[config.mk]
export PLATFORM = sky130hd
export DESIGN_NAME = audio_sequencer
export DESIGN_NICKNAME = d
export VERILOG_FILES = /design/src/rtl/audio_sequencer.sv
export SDC_FILE = /design/constraint.sdc
export NUM_CORES = 1
export LEC_CHECK = 0
export CAP_MARGIN = 25
export CORE_ASPECT_RATIO = 0.5
export CORE_MARGIN = 4
export CORE_UTILIZATION = 30
export DETAILED_ROUTE_END_ITERATION = 7
export RECOVER_POWER = 25
export SYNTH_ARGS = -nofsm -noshare
export SYNTH_HDL_FRONTEND = slang
export SYNTH_SLANG_ARGS = --single-unit
[constraint.sdc]
create_clock -name clk -period 5.3 [get_ports clk]
set_clock_uncertainty 0.2 [all_clocks]
set_input_delay 0.53 -clock clk [delete_from_list [all_inputs] [get_ports clk]]
set_output_delay 0.53 -clock clk [all_outputs]
set_load 0.02 [all_outputs]
[src/rtl/audio_sequencer.sv]
`default_nettype none
// ============================================================================
// Module   : audio_sequencer
// Brief    : Music sample playback controller. Accepts stop/play/pause/resume
//            commands over valid/ready, paces ROM reads at the sample rate,
//            walks a start..end address window (optionally looping) and
//            hands each fetched sample to the PWM stage with a strobe.
//            Also maintains a sample-position counter for note sync.
// Revision : 1.0 - initial release
// ============================================================================
module audio_sequencer #(
    parameter int CLK_HZ      = 100000000,
    parameter int SAMPLE_RATE = 1000,
    parameter int ADDR_W      = 18,
    parameter int ROM_LAT     = 1
) (
    input  logic              clk,
    input  logic              reset,
    // Command channel from game logic
    input  logic              cmd_valid,
    output logic              cmd_ready,
    input  logic [1:0]        cmd_op,
    input  logic [ADDR_W-1:0] cmd_start_addr,
    input  logic [ADDR_W-1:0] cmd_end_addr,
    input  logic              cmd_loop,
    // Sample ROM read port
    output logic              rom_en,
    output logic [ADDR_W-1:0] rom_addr,
    input  logic [7:0]        rom_data,
    // PWM stage and status
    output logic [7:0]        sample_out,
    output logic              sample_valid,
    output logic              playing,
    output logic              paused,
    output logic              done,
    output logic              err,
    output logic [31:0]       position
);

    // Clock cycles per sample period and the tick counter sized to hold it
    localparam int                    c_DIV       = CLK_HZ / SAMPLE_RATE;
    localparam int                    c_TICK_W    = (c_DIV > 1) ? $clog2(c_DIV) : 1;
    localparam logic [c_TICK_W-1:0]   c_TICK_LAST = c_TICK_W'(c_DIV - 1);
    localparam logic [c_TICK_W-1:0]   c_TICK_ONE  = c_TICK_W'(1);
    // ROM latency is 1..3, so a 2-bit wait counter always suffices
    localparam logic [1:0]            c_LAT_LAST  = 2'(ROM_LAT - 1);
    localparam logic [ADDR_W-1:0]     c_ADDR_ONE  = ADDR_W'(1);
    // PWM midpoint: the sample value that produces silence
    localparam logic [7:0]            c_SILENCE   = 8'h80;

    localparam logic [1:0] c_OP_STOP   = 2'b00;
    localparam logic [1:0] c_OP_PLAY   = 2'b01;
    localparam logic [1:0] c_OP_PAUSE  = 2'b10;
    localparam logic [1:0] c_OP_RESUME = 2'b11;

    typedef enum logic [1:0] {
        S_IDLE   = 2'd0,
        S_PLAY   = 2'd1,
        S_FETCH  = 2'd2,
        S_PAUSED = 2'd3
    } state_t;

    // Registered state
    state_t              r_state;
    logic [c_TICK_W-1:0] r_tick;
    logic [1:0]          r_lat;
    logic [ADDR_W-1:0]   r_cur;
    logic [ADDR_W-1:0]   r_start;
    logic [ADDR_W-1:0]   r_end;
    logic                r_loop;
    logic                r_rom_en;
    logic [ADDR_W-1:0]   r_rom_addr;
    logic [7:0]          r_sample;
    logic                r_sample_valid;
    logic                r_done;
    logic                r_err;
    logic [31:0]         r_pos;

    // Next-state values
    state_t              w_state;
    logic [c_TICK_W-1:0] w_tick;
    logic [1:0]          w_lat;
    logic [ADDR_W-1:0]   w_cur;
    logic [ADDR_W-1:0]   w_start;
    logic [ADDR_W-1:0]   w_end;
    logic                w_loop;
    logic                w_rom_en;
    logic [ADDR_W-1:0]   w_rom_addr;
    logic [7:0]          w_sample;
    logic                w_sample_valid;
    logic                w_done;
    logic                w_err;
    logic [31:0]         w_pos;
    logic                w_advance;

    logic                w_accept;
    logic                w_play_ok;

    // A read in flight is never interrupted, so commands stall during FETCH
    assign cmd_ready = (r_state != S_FETCH);
    assign w_accept  = cmd_valid && cmd_ready;
    assign w_play_ok = (cmd_start_addr <= cmd_end_addr);

    assign rom_en       = r_rom_en;
    assign rom_addr     = r_rom_addr;
    assign sample_out   = r_sample;
    assign sample_valid = r_sample_valid;
    assign playing      = (r_state == S_PLAY) || (r_state == S_FETCH);
    assign paused       = (r_state == S_PAUSED);
    assign done         = r_done;
    assign err          = r_err;
    assign position     = r_pos;

    // Next-state, command decode, sample pacing and fetch completion
    always_comb begin
        w_state        = r_state;
        w_tick         = r_tick;
        w_lat          = r_lat;
        w_cur          = r_cur;
        w_start        = r_start;
        w_end          = r_end;
        w_loop         = r_loop;
        w_rom_en       = 1'b0;
        w_rom_addr     = r_rom_addr;
        w_sample       = r_sample;
        w_sample_valid = 1'b0;
        w_done         = 1'b0;
        w_err          = 1'b0;
        w_pos          = r_pos;
        w_advance      = 1'b0;

        case (r_state)
            S_FETCH: begin
                // The sample period keeps running while the read completes,
                // which keeps strobes exactly one period apart
                w_tick = r_tick + c_TICK_ONE;
                if (r_lat == c_LAT_LAST) begin
                    w_sample       = rom_data;
                    w_sample_valid = 1'b1;
                    w_pos          = r_pos + 32'd1;
                    if (r_cur == r_end) begin
                        if (r_loop) begin
                            w_cur   = r_start;
                            w_state = S_PLAY;
                        end else begin
                            w_done  = 1'b1;
                            w_state = S_IDLE;
                        end
                    end else begin
                        // cur < end here, so the increment cannot overflow
                        w_cur   = r_cur + c_ADDR_ONE;
                        w_state = S_PLAY;
                    end
                end else begin
                    w_lat = r_lat + 2'd1;
                end
            end

            default: begin
                // PLAY advances the tick every cycle unless a command
                // redirects it; rejected and no-op commands leave it running
                w_advance = (r_state == S_PLAY);
                if (w_accept) begin
                    case (cmd_op)
                        c_OP_STOP: begin
                            w_state   = S_IDLE;
                            w_sample  = c_SILENCE;
                            w_advance = 1'b0;
                        end
                        c_OP_PLAY: begin
                            if (w_play_ok) begin
                                w_start   = cmd_start_addr;
                                w_end     = cmd_end_addr;
                                w_loop    = cmd_loop;
                                w_cur     = cmd_start_addr;
                                w_pos     = 32'd0;
                                w_tick    = '0;
                                w_state   = S_PLAY;
                                w_advance = 1'b0;
                            end else begin
                                w_err = 1'b1;
                            end
                        end
                        c_OP_PAUSE: begin
                            if (r_state == S_PLAY) begin
                                w_state   = S_PAUSED;
                                w_advance = 1'b0;
                            end
                        end
                        default: begin
                            // The resume cycle counts as a playing cycle so
                            // the stream slips by exactly the paused cycles
                            if (r_state == S_PAUSED) begin
                                w_state   = S_PLAY;
                                w_advance = 1'b1;
                            end
                        end
                    endcase
                end

                if (w_advance) begin
                    if (r_tick == c_TICK_LAST) begin
                        w_tick     = '0;
                        w_rom_en   = 1'b1;
                        w_rom_addr = r_cur;
                        w_lat      = 2'd0;
                        w_state    = S_FETCH;
                    end else begin
                        w_tick = r_tick + c_TICK_ONE;
                    end
                end
            end
        endcase
    end

    // State and output registers with synchronous active-low reset
    always_ff @(posedge clk) begin
        if (!reset) begin
            r_state        <= S_IDLE;
            r_tick         <= '0;
            r_lat          <= 2'd0;
            r_cur          <= '0;
            r_start        <= '0;
            r_end          <= '0;
            r_loop         <= 1'b0;
            r_rom_en       <= 1'b0;
            r_rom_addr     <= '0;
            r_sample       <= c_SILENCE;
            r_sample_valid <= 1'b0;
            r_done         <= 1'b0;
            r_err          <= 1'b0;
            r_pos          <= 32'd0;
        end else begin
            r_state        <= w_state;
            r_tick         <= w_tick;
            r_lat          <= w_lat;
            r_cur          <= w_cur;
            r_start        <= w_start;
            r_end          <= w_end;
            r_loop         <= w_loop;
            r_rom_en       <= w_rom_en;
            r_rom_addr     <= w_rom_addr;
            r_sample       <= w_sample;
            r_sample_valid <= w_sample_valid;
            r_done         <= w_done;
            r_err          <= w_err;
            r_pos          <= w_pos;
        end
    end

endmodule
`default_nettype wire

# Yosys cells after proc, flatten, opt, wreduce, memory -nomap -nowiden

Index checks and enable logic that the tools add are counted.

Logic and storage cells: 106
Input bits: 50
Flip-flop bits (word level): 138
Output and inout port bits: 65

Mux-type cells: 46
Equal/unequal tests: 11
Reductions and logical operators: 25
Order comparisons: 1
Add/subtract/negate cells: 4
Bitwise gates (word level): 5

Operators with widths:

| operator                | number |
|---|---|
| $mux W32                | 5 |
| $mux W18                | 7 |
| $mux W17                | 6 |
| $add A32 B1 Y32 const B | 1 |
| $mux W8                 | 4 |
| $mux W2                 | 13 |
| $add A18 B1 Y18 const B | 1 |
| $eq A18 B18 Y1          | 1 |
| $le A18 B18 Y1          | 1 |
| $add A17 B1 Y17 const B | 1 |
| $eq A17 B17 Y1 const B  | 1 |
| $reduce_and A3 Y1       | 4 |
| $reduce_and A4 Y1       | 3 |
| $reduce_bool A2 Y1      | 6 |
| $mux W1                 | 9 |
| $reduce_bool A3 Y1      | 3 |
| $eq A2 B2 Y1 const B    | 3 |
| $pmux W2 S3             | 1 |
| $not A1 Y1              | 5 |
| $reduce_and A5 Y1       | 1 |
| $eq A2 B1 Y1 const B    | 2 |
| $logic_not A2 Y1        | 2 |
| $ne A2 B2 Y1 const B    | 2 |
| $reduce_or A4 Y1        | 1 |
| 9 further kinds         | 9 |

# Longest topological paths before layout

Gate-level depths: netlist (run 1).

Word-level depth: 7
Depth in mapped cells: 12
Gate-level depth less buffers: 10

# Least setup slack after synthesis (run 1)

No wires, ideal clock.

Path type: input -> register
Start point: input port cmd_end_addr[5]
End point: register r_tick[11]
Buffers on the path: 2
Setup slack: 2184 ps
Required time: 5035 ps
Arrival: 2851 ps
Cell stages on the path: 12
Path through: inv_1 ha_1 and4_1 o21a_1 o31a_1 o31a_1 a31oi_1 or3_1 buf_2 nand3_1 buf_2 nor2_1

Word-level cells in the longest chain between the ends: 7

RTL lines:

| what                                                                   | RTL line | RTL |
|---|---|---|
| start: declaration                                                     | 24       | `input logic [ADDR_W-1:0] cmd_end_addr,` |
| $le A18 B18 Y1 (*)                                                     | 102      | `assign w_play_ok = (cmd_start_addr <= cmd_end_addr);` |
| $mux W1                                                                | 171      | `if (w_play_ok) begin` |
| $pmux W1 S2                                                            | 164      | `case (cmd_op)` |
| $mux W1                                                                | 163      | `if (w_accept) begin` |
| $mux W1                                                                | 132      | `case (r_state)` |
| $reduce_bool A3 Y1 (no source line) / $mux W17 (equally long branches) | --       |  |
| $reduce_and A3 Y1 (no source line) / $mux W17 (equally long branches)  | --       |  |
| end signal: assignment                                                 | 235      | `r_tick <= w_tick;` |
| end: declaration                                                       | 65       | `logic [c_TICK_W-1:0] r_tick;` |

Mark *: on every way between the ends. The rest lies on a longest branch, timed or not. The select of a mux whose other input is x is not followed.
A chain may end at the register's enable or synchronous reset.

# Final worst setup path (run 1)

Start point: input port cmd_end_addr[17]
End point: register r_tick[1]

Same word-level chain as after synthesis.

==> results of run 1 <==
-- cell usage in the layout (no fill, tap or decap), types with 17 or more instances in the layout --
cell / Yosys / layout
sky130_fd_sc_hd__nand4_1: 17 / 17
sky130_fd_sc_hd__ha_1: 27 / 27
sky130_fd_sc_hd__o21ai_0: 18 / 18
sky130_fd_sc_hd__xnor2_1: 52 / 52
sky130_fd_sc_hd__dlygate4sd3_1: 0 / 49
sky130_fd_sc_hd__nand2_1: 143 / 143
sky130_fd_sc_hd__dfxtp_1: 138 / 138
sky130_fd_sc_hd__nor2_1: 81 / 80
sky130_fd_sc_hd__a211oi_1: 17 / 17
sky130_fd_sc_hd__clkbuf_16: 0 / 17
sky130_fd_sc_hd__nand3_1: 31 / 31
sky130_fd_sc_hd__inv_1: 30 / 30
sky130_fd_sc_hd__clkdlybuf4s50_1: 0 / 65
sky130_fd_sc_hd__xor2_1: 26 / 26
sky130_fd_sc_hd__a21oi_1: 112 / 111
-- cells by family after synthesis --
kind of cell / Yosys count
compound gates: 183
xor+xnor: 78
fa+ha+maj: 27
buf+inv: 81
flops: 138
mux: 7
simple gates: 339
-- cell usage after synthesis (12+ instances only) --
cell type and count:
sky130_fd_sc_hd__xor2_1 26, sky130_fd_sc_hd__nand3_1 31, sky130_fd_sc_hd__a211oi_1 17, sky130_fd_sc_hd__nand2_1 143, sky130_fd_sc_hd__nor2_1 81, sky130_fd_sc_hd__a21oi_1 112
sky130_fd_sc_hd__nand4_1 17, sky130_fd_sc_hd__nor3_1 12, sky130_fd_sc_hd__inv_1 30, sky130_fd_sc_hd__ha_1 27, sky130_fd_sc_hd__dfxtp_1 138, sky130_fd_sc_hd__xnor2_1 52
sky130_fd_sc_hd__clkbuf_1 41, sky130_fd_sc_hd__o21ai_0 18
-- state kept, by name, indices dropped and copies added, names as in the netlist --
signal	count
r_end	18
rom_en	1
position	32
done	1
r_start	18
r_loop	1
rom_addr	18
sample_out	8
r_state	2
r_cur	18
r_lat	2
sample_valid	1
err	1
r_tick	17
-- through the flow --
stage / cells / hold WS (ns) / power, W / util (%) / cell area, µm²
final: 1263 / 0.248 / 0.00267 / 40.3 / 8860
after global routing: 1263 / 0.267 / 0.00277 / 40.3 / 8860
after CTS: 1262 / 0.253 / 0.00269 / 40.3 / 8860
after detailed placement: 1232 / 0.244 / 0.00141 / 37.5 / 8240
after global placement: 1232 / 0.241 / 0.00141 / 37.5 / 8240
after floorplan: 853 / 0.226 / 0.00129 / - / 6790
-- layout make-up --
class	count	area, µm²
antenna	1	2.50
timing repair buffer	128	1250
multi-input combinational	634	3720
clock buffer	19	453
clock inverter	11	170
sequential	138	2760
fill	2242	13100
tap	300	375
inverter	32	120
-- worst max-delay path by stage --
stage                     start                      end  slack, ns
2_1_floorplan   cmd_end_addr[5]  r_tick[11]$_SDFFE_PN0P_       2.18
3_3_place_gp   cmd_end_addr[17]   r_tick[1]$_SDFFE_PN0P_       0.86
3_5_place_dp   cmd_end_addr[17]   r_tick[1]$_SDFFE_PN0P_       0.68
4_1_cts        cmd_end_addr[17]   r_tick[1]$_SDFFE_PN0P_       1.06
5_1_grt        cmd_end_addr[17]   r_tick[1]$_SDFFE_PN0P_       0.62
6_report       cmd_end_addr[17]   r_tick[1]$_SDFFE_PN0P_       1.04
-- power by group through the flow --
| stage | sequential [W] | combinational (W) | clock [W] |
|---|---|---|---|
| 2_1_floorplan | 0.00111 | 0.000185 | 0 |
| 3_3_place_gp | 0.00112 | 0.000288 | 0 |
| 3_5_place_dp | 0.00112 | 0.000292 | 0 |
| 4_1_cts | 0.00110 | 0.000294 | 0.00130 |
| 5_1_grt | 0.00110 | 0.000325 | 0.00134 |
| 6_report | 0.00110 | 0.000293 | 0.00127 |
-- worst max-delay path, cell delays in order --
cell	delay, ns
sky130_fd_sc_hd__clkdlybuf4s50_1	0.51
sky130_fd_sc_hd__inv_1	0.06
sky130_fd_sc_hd__ha_1	0.29
sky130_fd_sc_hd__nand3_1	0.13
sky130_fd_sc_hd__nor4_1	0.63
sky130_fd_sc_hd__nand4_1	0.24
sky130_fd_sc_hd__o31a_1	0.23
sky130_fd_sc_hd__a31oi_1	0.27
sky130_fd_sc_hd__or3_1	0.56
sky130_fd_sc_hd__nand3_1	0.63
sky130_fd_sc_hd__a21oi_1	0.30
-- per-layer routing --
layer	up-vias	GRT usage (%)	wire length [µm]
li1	3117	-	-
met1	2930	20.8	9290
met2	136	25.9	9360
met3	26	4.40	1140
met4	0	4.61	371
met5	-	0	0
==> key figures, run 1 <==
Final layout
  – Net count of the finished layout: 1028
  – Fraction of final layout cells with drive strength greater than 1: 5.93%
  – P&R area growth vs syn: 30.5%

CTS
  – Post-CTS Setup Bufs: 0
  – Worst-Skew Late Latency: 0.42 ns
  – Cts-stage hold buffer count: 0
  – TritonCTS buffer count: 17
  – Clk slew on worst S/H paths: 0.06 ns
  – Maximum count of clock buffers along a single path: 2
  – Clock root buffer: sky130_fd_sc_hd__clkbuf_16
  – Count of cells resized by post-cts repair: 0
  – CTS tree: yes
  – H-tree depth: 4
  – Number of sinks handled by clock tree synthesis: 138

Place
  – Count of port buffers added during placement: 114
  – RePlAce Congestion: 0.865
  – Post-placement worst setup slack: 0.678 ns
  – HPWL after detailed placement: 14.4 mm

Min path
  – Launch instance of the worst min-delay path: rom_addr[16]$_SDFFE_PN0P_
  – Endpoint, Worst Hold: rom_addr[16]$_SDFFE_PN0P_
  – Hold Path Depth: 2
  – Class of the tightest hold or removal check: flip-flop to flip-flop

Run status
  – Status: finished, final reports clean

Floorplan
  – Floorplan die area: 25200 µm²
  – Core area: 22000 µm²
  – Vertical extent of the die: 114 µm
  – Chip width: 221 µm
  – Ports: 115
  – Std-Cell Rows: 38
  – Initial Utilization: 30.9%

Setup path
  – Flop-to-flop setup slack: 1.64 ns
  – Crit start category: primary input
  – Required time of the worst setup path: 5.43 ns
  – Worst endpoint data arrival time: 4.40 ns
  – Critical path endpoint category: flip-flop
  – Worst-path fanout max: 19
  – CP Class: primary input to flip-flop
  – Launch point of the worst reg-to-reg path: r_state[0]$_SDFFE_PN0P_
  – Worst reg2reg path depth: 10
  – End of the worst register-to-register path: r_cur[0]$_SDFFE_PN0P_

Synth
  – Average cell area after synthesis: 7.96 µm²
  – Sequential element share of the synthesized area: 40.7%
  – Async set or reset register ratio after synthesis: 0%
  – Simple-gate area share of the yosys netlist: 23.2%
  – Adder-Cell Fraction of Synth Area: 4.98%
  – Number of nets in the synthesized netlist: 930
  – Gate count of the mapped netlist: 853
  – Largest family of logic cells by synthesized area: simple AND/OR/NAND/NOR gates
  – Number of flops mapped to enable cells by yosys: 0
  – Main area contributors after synthesis: sky130_fd_sc_hd__dfxtp_1 (41%), sky130_fd_sc_hd__a21oi_1 (8.3%), sky130_fd_sc_hd__nand2_1 (7.9%)
  – Unique cell type count in the Yosys netlist: 53
  – Area fraction of the dominant cell type after synthesis: 40.7%
  – Post-synthesis sequential element count: 138
  – Share of synthesized area spent on multiplexers: 1.03%
  – Top_reg_cell synth: sky130_fd_sc_hd__dfxtp_1
  – Library cell occupying the most area in the post-synthesis netlist: sky130_fd_sc_hd__dfxtp_1
  – Xor and xnor area share after synthesis: 10.1%
  – Compound-Gate Fraction of Synth Area: 15.4%
  – Netlist Area Pre-Place: 6790 µm²
  – Count of synthesis-stage warnings from yosys: 0

Detailed routing
  – Detailed router's first-iteration violation count: 420
  – DRC violation count after routing: 0
  – Via density per instance: 4.92
  – Drt first pass iters: 5
  – DRT antenna net count: 0
  – Detail-routed net length per standard cell: 16.0 µm
  – Total wire length: 20.2 mm
  – Count of vias placed by the detailed router: 6209

Timing
  – Peak clock frequency supported by timing: 234 MHz
  – Setup slack after layout: 1.04 ns
  – Unrepaired setup endpoints after global routing: no
  – Slew @ Worst Pin: 1.14 ns
  – Setup-failing EPs final: 0
  – Total count of max-transition violations in the final report: 0
  – Portion of the clock cycle consumed by the worst path in the final layout: 80.5%
  – Fin. Hold Viols: 0
  – Minimum period implied by the final worst setup slack: 4.26 ns
  – Summed negative setup slack over all endpoints: 0 ns
  – Normalized max-slew margin: 24.3%

Global route
  – Initial antenna violation count: 1
  – Pin count of the biggest net entering global routing: 47
  – Wire length of the first global-routing pass: 31.9 mm
  – Number of global-route vias before repair: 5981
  – GR Util All Layers: 15.9%
  – Grt ovf: 0

Power
  – Part of the power in the clock network: 47.7%
  – Cell area power density: 301 nW/µm²
  – Switching power summed over all nets: 0.000676 W
  – Cell Int Power: 0.00199 W
  – Part of the total power dissipated in sequential elements: 41.3%
  – Static leakage: 3.27 nW
  – Peak supply drop: 0.215 mV
  – Comb power frac: 11.0%
  – Switching Share: 25.4%

Flow run
  – MaxCap Viol Count: 0
(Power assumes the default switching activity.)
==> inputs of run 2 (changes only) <==
==> constraint.sdc (replaced) <==
create_clock -name clk -period 3.5 [get_ports clk]
set_clock_uncertainty 0.2 [all_clocks]
set_input_delay 0.35 -clock clk [delete_from_list [all_inputs] [get_ports clk]]
set_output_delay 0.35 -clock clk [all_outputs]
set_load 0.02 [all_outputs]
==> key figures, run 2 (synthesis gave the netlist of run 1 again) <==
Setup path
  – Worst reg2reg path depth: 11 (was 10)
  – Flop-to-flop setup slack: 0.22 ns (was 1.64 ns)
  – Crit path launch: cmd_end_addr[5] (was cmd_end_addr[17])
  – Worst Path Buf+Inv: 4 (was 2)
  – Kind of cell with the highest combined delay on the critical path: simple AND/OR/NAND/NOR gates (unchanged)
  – CP Cell Sequence: clkdlybuf4s50_1, inv_1, ha_1, and4_1, o21a_1, o31a_1, nor4_1, buf_4, o21ai_1, buf_4, nor4_1, xnor2_1, nor2_1 (was clkdlybuf4s50_1, inv_1, ha_1, nand3_1, nor4_1, nand4_1, o31a_1, a31oi_1, or3_1, nand3_1, a21oi_1)
  – End of the worst register-to-register path: position[31]$_SDFFE_PN0P_ (was r_cur[0]$_SDFFE_PN0P_)
  – Crit start category: primary input (unchanged)
  – Worst-path fanout max: 3 (was 19)
  – Launch point of the worst reg-to-reg path: r_state[0]$_SDFFE_PN0P_ (unchanged)
  – Cell with the largest stage delay on the worst path: sky130_fd_sc_hd__clkdlybuf4s50_1 (was sky130_fd_sc_hd__nor4_1)
  – CP Class: primary input to flip-flop (unchanged)
  – Worst endpoint data arrival time: 3.43 ns (was 4.40 ns)
  – Critical path endpoint category: flip-flop (unchanged)
  – Required time of the worst setup path: 3.60 ns (was 5.43 ns)
  – Crit path largest cell delay: 0.54 ns (was 0.63 ns)

CTS
  – Clock root buffer: sky130_fd_sc_hd__clkbuf_16 (unchanged)
  – Cts-stage hold buffer count: 0 (unchanged)
  – Worst-Skew Late Latency: 0.42 ns (about the same)
  – Post-CTS Setup Bufs: 0 (unchanged)
  – H-tree depth: 4 (unchanged)
  – CTS tree: yes (unchanged)
  – Count of cells resized by post-cts repair: 0 (unchanged)
  – Maximum count of clock buffers along a single path: 2 (unchanged)
  – Clk slew on worst S/H paths: 0.06 ns (about the same)
  – TritonCTS buffer count: 17 (unchanged)
  – Number of sinks handled by clock tree synthesis: 138 (unchanged)

Floorplan
  – Floorplan die area: 25200 µm² (unchanged)
  – Ports: 115 (unchanged)
  – Chip width: 221 µm (unchanged)
  – Core area: 22000 µm² (unchanged)
  – Std-Cell Rows: 38 (unchanged)
  – Vertical extent of the die: 114 µm (unchanged)
  – Initial Utilization: 30.9% (unchanged)

Place
  – RePlAce Congestion: 0.869 (was 0.865)
  – Count of port buffers added during placement: 114 (unchanged)
  – Cell area after placement: 8550 µm² (was 8240 µm²)
  – DP Cell Count: 1267 (was 1232)
  – HPWL after detailed placement: 15.0 mm (was 14.4 mm)

Detailed routing
  – Count of vias placed by the detailed router: 6425 (was 6209)
  – Detailed router's first-iteration violation count: 430 (was 420)
  – DRT antenna net count: 0 (unchanged)
  – DRC violation count after routing: 0 (unchanged)
  – Total wire length: 20.4 mm (was 20.2 mm)
  – Via density per instance: 4.95 (was 4.92)
  – Drt first pass iters: 5 (unchanged)
  – Detail-routed net length per standard cell: 15.7 µm (was 16.0 µm)

Timing
  – Normalized max-slew margin: 63.6% (was 24.3%)
  – Portion of the clock cycle consumed by the worst path in the final layout: 95.0%
  – Unrepaired setup endpoints after global routing: no (unchanged)
  – Peak clock frequency supported by timing: 301 MHz
  – Setup-failing EPs final: 0 (unchanged)
  – Total count of max-transition violations in the final report: 0 (unchanged)
  – Slew @ Worst Pin: 0.546 ns (was 1.14 ns)
  – Minimum period implied by the final worst setup slack: 3.32 ns
  – Fin. Hold Viols: 0 (unchanged)

Global route
  – Initial antenna violation count: 0 (was 1)
  – Number of global-route vias before repair: 6307 (was 5981)
  – Pin count of the biggest net entering global routing: 38 (was 47)
  – GR Util All Layers: 16.2% (was 15.9%)
  – Wire length of the first global-routing pass: 32.8 mm (was 31.9 mm)
  – Grt ovf: 0 (unchanged)

Final layout
  – Number of diodes: 0 (was 1)
  – Most common library cell in the layout ignoring fill and taps: sky130_fd_sc_hd__nand2_1 (unchanged)
  – P&R area growth vs syn: 35.4% (was 30.5%)
  – Layout fillers: 2180 (was 2242)
  – Flip-flop count of the largest register after layout: 32 (unchanged)
  – Fraction of final layout cells with drive strength greater than 1: 9.51% (was 5.93%)
  – Number of standard cells in the final layout excluding fillers: 1299 (was 1263)
  – Final instance area: 9190 µm² (was 8860 µm²)
  – Most used cells in the layout excluding fill and tap cells: sky130_fd_sc_hd__nand2_1 (143), sky130_fd_sc_hd__dfxtp_1 (138), sky130_fd_sc_hd__a21oi_1 (111), sky130_fd_sc_hd__nor2_1 (80), sky130_fd_sc_hd__clkdlybuf4s50_1 (64) (was sky130_fd_sc_hd__nand2_1 (143), sky130_fd_sc_hd__dfxtp_1 (138), sky130_fd_sc_hd__a21oi_1 (111), sky130_fd_sc_hd__nor2_1 (80), sky130_fd_sc_hd__clkdlybuf4s50_1 (65))
  – Net count of the finished layout: 1063 (was 1028)

Run status
  – Status: finished, final reports clean (unchanged)

Flow run
  – MaxCap Viol Count: 0 (unchanged)

Power
  – Peak supply drop: 0.302 mV (was 0.215 mV)
  – Static leakage: 3.46 nW (was 3.27 nW)
  – Cell area power density: 451 nW/µm² (was 301 nW/µm²)

Min path
  – Class of the tightest hold or removal check: flip-flop to flip-flop (unchanged)
  – Endpoint, Worst Hold: rom_addr[4]$_SDFFE_PN0P_ (was rom_addr[16]$_SDFFE_PN0P_)
  – Launch instance of the worst min-delay path: rom_addr[4]$_SDFFE_PN0P_ (was rom_addr[16]$_SDFFE_PN0P_)
  – Hold Path Depth: 2 (unchanged)
run 2: cell count changes in the layout (fill, tap and decap cells not counted):
cell	change
sky130_fd_sc_hd__buf_12	+4
sky130_fd_sc_hd__buf_4	+32
sky130_fd_sc_hd__clkbuf_1	-1
sky130_fd_sc_hd__clkdlybuf4s50_1	-1
sky130_fd_sc_hd__clkinv_2	-1
sky130_fd_sc_hd__clkinv_4	+2
sky130_fd_sc_hd__diode_2	-1
sky130_fd_sc_hd__dlygate4sd3_1	+1
sky130_fd_sc_hd__inv_6	+1
run 2: final cells by class:
class                      count  area (µm²)  share of cell area (%)
timing repair buffer         163        1570                    17.1
multi-input combinational    634        3720                    40.5
clock buffer                  19         453                    4.93
inverter                      32         120                    1.31
clock inverter                13         191                    2.08
sequential                   138        2760                    30.0
tap                          300         375                    4.08
run 2: power by group:
part           switching [W]  internal (W)
combinational       0.000287      0.000218
sequential         0.0000482       0.00161
clock               0.000745       0.00124
total                0.00108       0.00306
run 2: worst register-to-register path, delay by kind of cell (launching register included):
kind | cells | cell delay [ns]
xor+xnor | 1 | 0.17
simple gates | 5 | 1.56
buf+inv | 3 | 0.49
fa+ha+maj | 1 | 0.23
flops | 1 | 0.43
compound gates | 1 | 0.09
run 2: worst max path at each step:
stage | slack [ns] | cells after the start | to
after CTS | 0.22 | 13 | position[31]$_SDFFE_PN0P_
after global placement | -0.12 | 14 | position[23]$_SDFFE_PN0P_
final | 0.18 | 13 | position[31]$_SDFFE_PN0P_
after detailed placement | -0.20 | 13 | position[31]$_SDFFE_PN0P_
after global routing | 0.006 | 11 | position[31]$_SDFFE_PN0P_
after floorplan | 0.56 | 12 | r_tick[11]$_SDFFE_PN0P_
run 2: per-layer routing:
| layer | up-vias | share of wire (%) | GRT usage (%) |
|---|---|---|---|
| met3 | 24 | 6.5 | 4.51 |
| li1 | 3185 | - | - |
| met1 | 3041 | 46 | 21.3 |
| met2 | 175 | 46 | 26.3 |
| met4 | 0 | 1.6 | 4.57 |
| met5 | - | 0 | 0 |
run 2: stage by stage:
stage / setup WS, ns / hold WS (ns) / TNS, ns / total power (W) / util, %
after floorplan: 0.564 / 0.226 / 0 / 0.00195 / -
after global placement: -0.121 / 0.243 / -0.938 / 0.00218 / 38.9
after detailed placement: -0.205 / 0.250 / -3.65 / 0.00219 / 38.9
after CTS: 0.224 / 0.259 / 0 / 0.00417 / 41.9
after global routing: 0.00618 / 0.271 / 0 / 0.00429 / 41.9
final: 0.176 / 0.255 / 0 / 0.00415 / 41.9
